===== config.mk =====
export PLATFORM = sky130hd
export DESIGN_NAME = pipeline_run_ctrl
export DESIGN_NICKNAME = d
export VERILOG_FILES = /design/src/rtl/pipe_ctrl_pkg.sv /design/src/rtl/pipe_ctrl_bp.sv /design/src/rtl/pipeline_run_ctrl.sv
export SDC_FILE = /design/constraint.sdc
export NUM_CORES = 1
export LEC_CHECK = 0
export BUFFER_PORTS_ARGS = -buffer_cell sky130_fd_sc_hd__buf_2
export CORE_ASPECT_RATIO = 0.6
export CORE_UTILIZATION = 47
export CTS_CLUSTER_DIAMETER = 60
export DETAILED_ROUTE_END_ITERATION = 12
export MAX_ROUTING_LAYER = met4
export PLACE_DENSITY = 0.88
export SYNTH_ARGS = -nofsm -noshare
export SYNTH_HDL_FRONTEND = slang
export SYNTH_SLANG_ARGS = --single-unit
export TNS_END_PERCENT = 100

===== constraint.sdc =====
create_clock -name clk -period 1.91 [get_ports clk]
set_input_delay 0.382 -clock clk [delete_from_list [all_inputs] [get_ports clk]]
set_output_delay 0.382 -clock clk [all_outputs]
set_load 0.005 [all_outputs]

===== src/rtl/pipe_ctrl_pkg.sv =====
// Shared encodings for the pipeline run controller: host opcodes, FSM states
// and the default drain length.
package pipe_ctrl_pkg;

  typedef enum logic [2:0] {
    OP_NOP        = 3'd0,
    OP_WRITE_IMEM = 3'd1,
    OP_RUN        = 3'd2,
    OP_HALT       = 3'd3,
    OP_STEP       = 3'd4,
    OP_LOAD_PC    = 3'd5,
    OP_SET_BP     = 3'd6,
    OP_CLR_BP     = 3'd7
  } cmd_op_e;

  typedef enum logic [1:0] {
    ST_IDLE  = 2'd0,
    ST_RUN   = 2'd1,
    ST_STEP  = 2'd2,
    ST_DRAIN = 2'd3
  } state_e;

  localparam int DEFAULT_DRAIN_CYCLES = 4;

endpackage


===== src/rtl/pipe_ctrl_bp.sv =====
// Single hardware breakpoint: address register, valid flag and PC comparator.
module pipe_ctrl_bp
  import pipe_ctrl_pkg::*;
#(
  parameter int PC_W = 9
) (
  input  logic            clk,
  input  logic            rst,
  input  logic            bp_set,
  input  logic            bp_clr,
  input  logic [PC_W-1:0] set_addr,
  input  logic [PC_W-1:0] pc,
  output logic            bp_hit,
  output logic [PC_W-1:0] bp_addr
);

  logic            bp_valid_q, bp_valid_d;
  logic [PC_W-1:0] bp_addr_q, bp_addr_d;

  always_comb begin
    bp_valid_d = bp_valid_q;
    bp_addr_d  = bp_addr_q;
    if (bp_set) begin
      bp_valid_d = 1'b1;
      bp_addr_d  = set_addr;
    end else if (bp_clr) begin
      bp_valid_d = 1'b0;
    end
  end

  always_ff @(posedge clk or negedge rst) begin
    if (!rst) begin
      bp_valid_q <= 1'b0;
      bp_addr_q  <= '0;
    end else begin
      bp_valid_q <= bp_valid_d;
      bp_addr_q  <= bp_addr_d;
    end
  end

  assign bp_hit  = bp_valid_q && (pc == bp_addr_q);
  assign bp_addr = bp_addr_q;

endmodule


===== src/rtl/pipeline_run_ctrl.sv =====
// Run/halt sequencer and Icache port arbiter for the 5-stage pipeline.
// Breakpoint support is compiled in when PIPE_CTRL_BREAKPOINT_EN is defined.
module pipeline_run_ctrl
  import pipe_ctrl_pkg::*;
#(
  parameter int PC_W         = 9,
  parameter int DATA_W       = 32,
  parameter int DRAIN_CYCLES = DEFAULT_DRAIN_CYCLES,
  parameter int CNT_W        = 32
) (
  input  logic              clk,
  input  logic              rst,
  input  logic              cmd_valid,
  output logic              cmd_ready,
  input  logic [2:0]        cmd_op,
  input  logic [PC_W-1:0]   cmd_addr,
  input  logic [DATA_W-1:0] cmd_wdata,
  input  logic [PC_W-1:0]   pc_if,
  output logic [PC_W-1:0]   imem_addr,
  output logic [DATA_W-1:0] imem_din,
  output logic              imem_we,
  output logic              pipe_en,
  output logic              fetch_bubble,
  output logic              pc_load,
  output logic [PC_W-1:0]   pc_load_addr,
  output logic              halted,
  output logic              cmd_err,
  output logic [CNT_W-1:0]  cycle_cnt
);

  localparam int DCNT_W = $clog2(DRAIN_CYCLES + 1);

  state_e            state_q, state_d;
  logic [DCNT_W-1:0] drain_cnt_q, drain_cnt_d;
  logic [PC_W-1:0]   resume_pc_q, resume_pc_d;
  logic [PC_W-1:0]   imem_addr_q, imem_addr_d;
  logic [DATA_W-1:0] imem_din_q, imem_din_d;
  logic              imem_we_q, imem_we_d;
  logic              pipe_en_q, pipe_en_d;
  logic              fetch_bubble_q, fetch_bubble_d;
  logic              pc_load_q, pc_load_d;
  logic [PC_W-1:0]   pc_load_addr_q, pc_load_addr_d;
  logic              halted_q, halted_d;
  logic              cmd_ready_q, cmd_ready_d;
  logic              cmd_err_q, cmd_err_d;
  logic [CNT_W-1:0]  cycle_cnt_q, cycle_cnt_d;

  cmd_op_e           op;
  logic              accept;
  logic              enter_drain;
  logic [PC_W-1:0]   drain_pc;

  assign op     = cmd_op_e'(cmd_op);
  assign accept = cmd_valid && cmd_ready_q;

`ifdef PIPE_CTRL_BREAKPOINT_EN
  logic            bp_set, bp_clr, bp_hit;
  logic [PC_W-1:0] bp_addr;

  pipe_ctrl_bp #(.PC_W(PC_W)) u_bp (
    .clk      (clk),
    .rst      (rst),
    .bp_set   (bp_set),
    .bp_clr   (bp_clr),
    .set_addr (cmd_addr),
    .pc       (pc_if),
    .bp_hit   (bp_hit),
    .bp_addr  (bp_addr)
  );
`endif

  always_comb begin
    state_d        = state_q;
    drain_cnt_d    = drain_cnt_q;
    resume_pc_d    = resume_pc_q;
    imem_addr_d    = imem_addr_q;
    imem_din_d     = imem_din_q;
    imem_we_d      = 1'b0;
    pc_load_d      = 1'b0;
    pc_load_addr_d = pc_load_addr_q;
    cmd_err_d      = cmd_err_q;
    cycle_cnt_d    = cycle_cnt_q;
    enter_drain    = 1'b0;
    drain_pc       = pc_if;
`ifdef PIPE_CTRL_BREAKPOINT_EN
    bp_set         = 1'b0;
    bp_clr         = 1'b0;
`endif

    unique case (state_q)
      ST_IDLE: begin
        if (accept) begin
          cmd_err_d = 1'b0;
          case (op)
            OP_WRITE_IMEM: begin
              imem_we_d   = 1'b1;
              imem_addr_d = cmd_addr;
              imem_din_d  = cmd_wdata;
            end
            OP_LOAD_PC: begin
              pc_load_d      = 1'b1;
              pc_load_addr_d = cmd_addr;
            end
            OP_RUN:  state_d = ST_RUN;
            OP_STEP: state_d = ST_STEP;
`ifdef PIPE_CTRL_BREAKPOINT_EN
            OP_SET_BP: bp_set = 1'b1;
            OP_CLR_BP: bp_clr = 1'b1;
`endif
            default: ;
          endcase
        end
      end
      ST_RUN: begin
        if (cycle_cnt_q != {CNT_W{1'b1}}) cycle_cnt_d = cycle_cnt_q + 1'b1;
`ifdef PIPE_CTRL_BREAKPOINT_EN
        if (bp_hit) begin
          enter_drain = 1'b1;
          drain_pc    = bp_addr;
        end else if (accept && op == OP_HALT) begin
          enter_drain = 1'b1;
        end
        if (accept && op != OP_NOP && op != OP_HALT) cmd_err_d = 1'b1;
`else
        if (accept && op == OP_HALT) enter_drain = 1'b1;
        if (accept && op != OP_NOP && op != OP_HALT &&
            op != OP_SET_BP && op != OP_CLR_BP) cmd_err_d = 1'b1;
`endif
      end
      ST_STEP: begin
        // The stepped instruction was fetched this cycle, so resume after it.
        enter_drain = 1'b1;
        drain_pc    = pc_if + 1'b1;
      end
      ST_DRAIN: begin
        if (drain_cnt_q == '0) begin
          state_d        = ST_IDLE;
          pc_load_d      = 1'b1;
          pc_load_addr_d = resume_pc_q;
        end else begin
          drain_cnt_d = drain_cnt_q - 1'b1;
        end
      end
      default: state_d = ST_IDLE;
    endcase

    if (enter_drain) begin
      state_d     = ST_DRAIN;
      drain_cnt_d = DCNT_W'(DRAIN_CYCLES - 1);
      resume_pc_d = drain_pc;
    end

    // Status outputs are registered from the next state so they line up with it.
    pipe_en_d      = (state_d != ST_IDLE);
    fetch_bubble_d = (state_d == ST_DRAIN);
    cmd_ready_d    = (state_d == ST_IDLE) || (state_d == ST_RUN);
    halted_d       = (state_d == ST_IDLE) && (state_q != ST_DRAIN);
  end

  always_ff @(posedge clk or negedge rst) begin
    if (!rst) begin
      state_q        <= ST_IDLE;
      drain_cnt_q    <= '0;
      resume_pc_q    <= '0;
      imem_addr_q    <= '0;
      imem_din_q     <= '0;
      imem_we_q      <= 1'b0;
      pipe_en_q      <= 1'b0;
      fetch_bubble_q <= 1'b0;
      pc_load_q      <= 1'b0;
      pc_load_addr_q <= '0;
      halted_q       <= 1'b1;
      cmd_ready_q    <= 1'b0;
      cmd_err_q      <= 1'b0;
      cycle_cnt_q    <= '0;
    end else begin
      state_q        <= state_d;
      drain_cnt_q    <= drain_cnt_d;
      resume_pc_q    <= resume_pc_d;
      imem_addr_q    <= imem_addr_d;
      imem_din_q     <= imem_din_d;
      imem_we_q      <= imem_we_d;
      pipe_en_q      <= pipe_en_d;
      fetch_bubble_q <= fetch_bubble_d;
      pc_load_q      <= pc_load_d;
      pc_load_addr_q <= pc_load_addr_d;
      halted_q       <= halted_d;
      cmd_ready_q    <= cmd_ready_d;
      cmd_err_q      <= cmd_err_d;
      cycle_cnt_q    <= cycle_cnt_d;
    end
  end

  // Outside IDLE the Icache port follows the fetch PC with no register stage.
  assign imem_addr    = (state_q == ST_IDLE) ? imem_addr_q : pc_if;
  assign imem_din     = imem_din_q;
  assign imem_we      = imem_we_q;
  assign pipe_en      = pipe_en_q;
  assign fetch_bubble = fetch_bubble_q;
  assign pc_load      = pc_load_q;
  assign pc_load_addr = pc_load_addr_q;
  assign halted       = halted_q;
  assign cmd_ready    = cmd_ready_q;
  assign cmd_err      = cmd_err_q;
  assign cycle_cnt    = cycle_cnt_q;

endmodule


==> metrics, run 1 <==
cts bufs inserted 9; Worst Path Required 1530 ps; Setup WS pre-CTS -127 ps; leakage power 3.36 nW; Setup Viol. Count Final 12; Avg Cell Area, Syn 11.9 um^2; hold path endpoint imem_din[30]; # rows 28; first-pass GRT wire length 18,800 um; Max Cap Viol 0; worst reg2reg path startpoint state_q[0]; slowest stage delay, CP 400 ps; Syn Inst Count 401; Seq cells post-synth 103; Detailed Route Iter0 Violations 133; Multi-input gate area 2210 um^2; Worst setup SP type flop; number of synthesized flops with an enable pin 0; max_slew headroom 74.7%; setup slack after layout -47.4 ps; TNS Setup -362 ps; Setup CP Type flop to output port; drt first pass iters 4; internal reg-to-reg setup slack -10 ps; area leader, netlist dfrtp_1; vias per cell 5.23; largest net degree at the start of global routing 42; top cells by area, synth dfrtp_1 (53%), mux2_2 (12%), xor2_1 (4.0%); fmax 511 MHz; worst-margin pin slew 376 ps; io pins 145; die area 10,600 um^2; failing checks negative setup slack; synth unique cells 50; critical path arrival 1580 ps; vias in the first global route 3,726; Buf/Inv on CP 3; RSZ-0062 raised after global routing true; FF-to-FF End imem_din[16]; Slew Viols, Final 0; kind of cell adding the most delay to the critical path flip-flops; Final Util 66.2%; Routed wire per std cell 16.3 um; cell breakdown of the critical path inv_2 > ha_4 > buf_8 > mux2_4 > buf_6; critical path peak fanout 7; pwr/cell area 1300 nW/um^2; Final Cell Area 6540 um^2; filler instances 758; clock root buffer clkbuf_16; Simple-Gate Fraction of Synth Area 15.7%; FFs w/ async S/R, synth 100%; Routability Congestion 0.855; CTS clock-pin slew for the worst setup and hold paths 70 ps; final hold violation count 0; drt drc 0; GRT Total Usage 23.5%; Final #Nets 650; multiplexer share of the synthesized area 14.1%; GR Overflow Total 0; Die H 80.1 um; Post-Place Cell Area 5930 um^2; CP Capture Type output port; XOR/XNOR Fraction of Synth Area 7.15%; final period utilization 102%; Reg2Reg Depth 7; worst hold path type input port to flop; skew final 5.69 ps; Mapped Area 4780 um^2; outcome complete, but fails checks; Critical Path Start state_q[0]; Routed Antenna Nets 0; Final HPWL DP 8470 um; clock sink count 103; via count 3,789; Compound-Gate Fraction of Synth Area 4.69%; Port Buf Inserts 144; Die Wd 132 um; Placeable Area 9880 um^2; Worst IR Drop VDD 833 uV; area grow syn2layout 36.9%; largest family of logic cells by synthesized area simple AND/OR/NAND/NOR gates; top cell type's share of synthesized area 53.4%; Warnings, synthesis 0; H-tree lvl count 3; Max clock buf depth 2; Post-Syn Nets 465; Initial Util 48.4%; worst skew pair latency 340 ps; initial antenna violation count 0; post-synthesis sequential area ratio 54.0%; fin crit period 1960 ps; Detailed Route WL 11,800 um; Post-Synth Adder-Cell Area 2.10%; sequential cell area 2580 um^2; Worst Hold Depth 2; cell with the largest stage delay on the worst path dfrtp_1; CTS tree yes; ANT cells 0; Primary FF master, synth dfrtp_1; fraction of layout cells with a size suffix above 1 48.3%; min-delay src cmd_wdata[30]
## power by group
group	switching (W)	internal (W)	leakage, nW
registers	0.000362	0.00287	1.34
clock network	0.000788	0.00118	0.155
logic	0.00152	0.00176	1.86
total	0.00267	0.00581	3.36
## timing repair
action                                  in CTS  in global routing
cloned                                       1                  0
pin swaps                                    1                  1
resized for setup                           22                 18
endpoints found under the setup margin      51                 64
hold buffers                                 1                  0
endpoints found under the hold margin       26                  0
buffers inserted                             5                  1
## stage by stage
step | total power, W | std cells | hold slack (ps)
after detailed placement | 0.00617 | 702 | 326
after global placement | 0.00601 | 702 | 314
after global routing | 0.00903 | 725 | 264
after floorplan | 0.00478 | 401 | 86.4
final | 0.00848 | 725 | 267
after CTS | 0.00844 | 724 | 256
## worst max path at each step
stage	slack (ps)	endpoint	cells after the start
floorplan	40	imem_addr_q[8]	6
global placement	80	imem_din[27]	6
detailed placement	-130	imem_din[16]	6
CTS	-40	imem_addr[7]	5
global route	-90	imem_addr[6]	5
finish	-50	imem_addr[7]	5
## logic make-up after synthesis
kind of cell               after synthesis
xor gates and xnor gates                39
and+or+nand+nor                        126
muxes                                   61
DFF                                    103
AOI/OAI and AO/OA                       37
buffers and inverters                   27
adders and majority gates                8
## state kept, by name, summed over array words and instances (netlist names), 2 cells and up
| signal | cells |
|---|---|
| cycle_cnt | 32 |
| drain_cnt_q | 3 |
| imem_addr_q | 9 |
| imem_din | 32 |
| pc_load_addr | 9 |
| resume_pc_q | 9 |
| state_q | 2 |
## synth_stat cells (4+ instances only)
cell type and number:
and3_1 6, nand3_1 8, nand2_1 39, nand4_1 15, nor3_1 11, clkbuf_1 7, xnor2_1 17, nor2_1 13
mux2_2 51, and2_1 4, dfrtp_1 102, buf_2 4, inv_1 13, mux2i_1 10, o21ai_0 20, ha_1 8
xor2_1 22
## final cells by class
type | instances | area share [%]
sequential | 103 | 39.4
multi-input combinational | 271 | 33.9
timing repair buffer | 188 | 18.4
clock buffer | 10 | 3.66
tap | 135 | 2.58
clock inverter | 5 | 1.24
inverter | 13 | 0.746
## per-layer routing
| layer | wire (um) | up-vias | GRT usage (%) | share of wire [%] |
|---|---|---|---|---|
| li1 | - | 1794 | - | - |
| met1 | 5520 | 1856 | 30.7 | 47 |
| met2 | 5550 | 131 | 37.0 | 47 |
| met3 | 717 | 8 | 5.37 | 6.1 |
| met4 | 49 | 0 | 7.09 | 0.41 |
| met5 | 0 | - | - | 0 |
## cells in the final DEF, fill, tap and decap left out, drive strengths merged, types with 5 or more instances in the layout
master  count
ha          8
mux2       51
and3        8
and4        5
clkbuf     10
inv        14
xnor2      17
xor2       22
buf       187
nand4      18
nor2       13
nor3       13
and2        5
dfrtp     102
o21ai      22
nand2      39
mux2i      10
nand3       8
nor4        6
Power figures use the tool's default switching activity.
==> inputs of run 2 (changes only) <==
CTS_CLUSTER_DIAMETER = unset   (was 60)
RECOVER_POWER = 50   (was unset)
==> run 2 against run 1 <==
Against the previous run: highest routed layer unchanged; first-iteration DRC count is 17% higher; clock skew is 1.1 ps higher; worst setup slack better by 2.2 ps; die area unchanged; flip-flop and latch count did not move; register-to-register slack hardly changed; fmax increased by 0.11%; the run still ends with negative setup slack left; via count down 0.50%; utilization fell by 0.34 points; clock power hardly changed.
==> metrics, run 2 (synthesis results as in run 1) <==
combinational share of power 38.6% (about the same); slowest stage delay, CP 400 ps (about the same); io pins 145 (unchanged); critical path arrival 1570 ps (about the same); CTS clock-pin slew for the worst setup and hold paths 70 ps (about the same); Worst Path Required 1530 ps (about the same); Final #Nets 650 (unchanged); worst skew pair latency 340 ps (about the same); Worst IR Drop VDD 836 uV (+0.32%); Placeable Area 9880 um^2 (unchanged); Fin Hold WS 267 ps (-0.362 ps); leading cell type in the layout, fill and taps excluded buf_2; # rows 28 (unchanged); clock power share 23.2% (about the same); Post-Place Cell Area 5930 um^2 (unchanged); Detailed Route Iter0 Violations 155 (+17%); filler instances 767 (+1.2%); vias per cell 5.20 (-0.50%); Setup Viol. Count Final 10 (-2); fraction of layout cells with a size suffix above 1 47.5% (-0.85 points); GR Overflow Total 0 (unchanged); max_slew headroom 56.2% (-19 points); register share of total power 38.2% (about the same); via count 3,770 (-0.50%); Slew Viols, Final 0 (unchanged); Die Wd 132 um (unchanged); Net Sw Power 0.00268 W (+0.20%); clock sink count 103 (unchanged); fmax 511 MHz (+0.11%); Initial Util 48.4% (unchanged); GRT Total Usage 23.5% (unchanged); clock root buffer clkbuf_16; placed cell count 702 (unchanged); cell breakdown of the critical path inv_2 > ha_4 > buf_8 > mux2_4 > buf_6; leading cell types in the layout, fill and taps excluded buf_2 (129), dfrtp_1 (102), mux2_2 (42); vias in the first global route 3,726 (unchanged); first-pass GRT wire length 18,800 um (unchanged); final hold violation count 0 (unchanged); final cell count without fillers 725 (unchanged); worst hold path type input port to flop; drt first pass iters 4 (unchanged); cell with the largest stage delay on the worst path dfrtp_1; worst-margin pin slew 658 ps (+281 ps); Die H 80.1 um (unchanged); Final HPWL DP 8470 um (unchanged); Routed Antenna Nets 0 (unchanged); Final Cell Area 6500 um^2 (-0.52%); Port Buf Inserts 144 (unchanged); drt drc 0 (unchanged); RSZ-0062 raised after global routing true; final period utilization 102% (-0.12 points); Routability Congestion 0.855 (unchanged); cts bufs inserted 9 (unchanged); largest net degree at the start of global routing 42 (unchanged); leakage power 3.33 nW (-0.83%); outcome complete, but fails checks; pwr/cell area 1300 nW/um^2 (+0.39%); fin crit period 1960 ps (-2.20 ps); setup slack after layout -45.2 ps (+2.20 ps); Routed wire per std cell 16.3 um (about the same); Max Cap Viol 0 (unchanged); Max clock buf depth 2 (unchanged); area grow syn2layout 36.1%; Setup CP Type flop to output port; critical path peak fanout 7 (unchanged); CTS tree yes; ANT cells 0 (unchanged); Worst setup SP type flop; die area 10,600 um^2 (unchanged); Internal Power 0.00579 W (-0.28%); H-tree lvl count 3 (unchanged); initial antenna violation count 0 (unchanged); Detailed Route WL 11,800 um (about the same); failing checks negative setup slack; switch share 31.6% (+0.11 points); skew final 6.76 ps (+1.08 ps); CP Capture Type output port
## run 2: changes by cell type in the layout (fill, tap and decap cells not counted)
| cell | previous run | this run |
|---|---|---|
| buf_12 | 5 | 3 |
| clkbuf_4 | 0 | 2 |
| buf_4 | 36 | 35 |
| clkbuf_2 | 0 | 1 |
| clkbuf_1 | 0 | 5 |
| buf_2 | 134 | 129 |
## run 2: worst paths after layout
| path | slack, ps | cells after the start | start | end |
|---|---|---|---|---|
| hold reg to reg | 470 | 2 | pc_load_addr[6] | pc_load_addr[6] |
| setup / recovery | -50 | 5 | state_q[0] | imem_addr[7] |
| min in group asynchronous | 600 | 2 | rst | imem_din[22] |
| max in group asynchronous | 240 | 3 | rst | imem_addr_q[6] |
| hold / removal | 270 | 2 | cmd_wdata[30] | imem_din[30] |
| setup reg to reg | -10 | 7 | state_q[0] | imem_din[16] |
## run 2: cell type report
class | count | area (um^2) | share of cell area, %
timing repair buffer | 188 | 1170 | 18.0
multi-input combinational | 271 | 2210 | 34.1
tap | 135 | 169 | 2.60
clock inverter | 5 | 81.3 | 1.25
clock buffer | 10 | 239 | 3.67
sequential | 103 | 2580 | 39.6
inverter | 13 | 48.8 | 0.750
## run 2: layer usage
metal	vias to the layer above	global-route usage (%)	routed length, um
met5	-	-	0
met4	0	7.09	20
met3	4	5.37	687
met2	129	37.0	5570
met1	1845	30.7	5560
li1	1792	-	-
## run 2: power groups by stage
stage / clock, W / sequential (W) / combinational, W
3_3_place_gp: 0 / 0.00323 / 0.00278
2_1_floorplan: 0 / 0.00330 / 0.00148
5_1_grt: 0.00210 / 0.00333 / 0.00359
6_report: 0.00197 / 0.00324 / 0.00327
3_5_place_dp: 0 / 0.00326 / 0.00291
4_1_cts: 0.00202 / 0.00324 / 0.00319
## run 2: timing repair
action	in CTS	in global routing
hold endpoints to repair	26	0
setup buffers	5	1
cloned	1	0
pin swaps	1	1
gates resized for setup	22	18
hold buffers	1	0
endpoints found under the setup margin	51	64
## run 2: critical path, delay by kind of cell (launching register included)
kind	cells	cell delay, ps
muxes	1	310
DFF	1	400
adders and majority gates	1	170
buffers and inverters	3	350
## run 2: per-stage QoR
| step | utilization [%] | setup WS (ps) | total power (W) | setup TNS [ps] |
|---|---|---|---|---|
| floorplan | - | 39.4 | 0.00478 | 0 |
| global placement | 60.1 | 80.8 | 0.00601 | 0 |
| detailed placement | 60.1 | -127 | 0.00617 | -4180 |
| CTS | 65.1 | -40.2 | 0.00844 | -341 |
| global route | 65.8 | -92.9 | 0.00901 | -4060 |
| finish | 65.8 | -45.2 | 0.00847 | -340 |
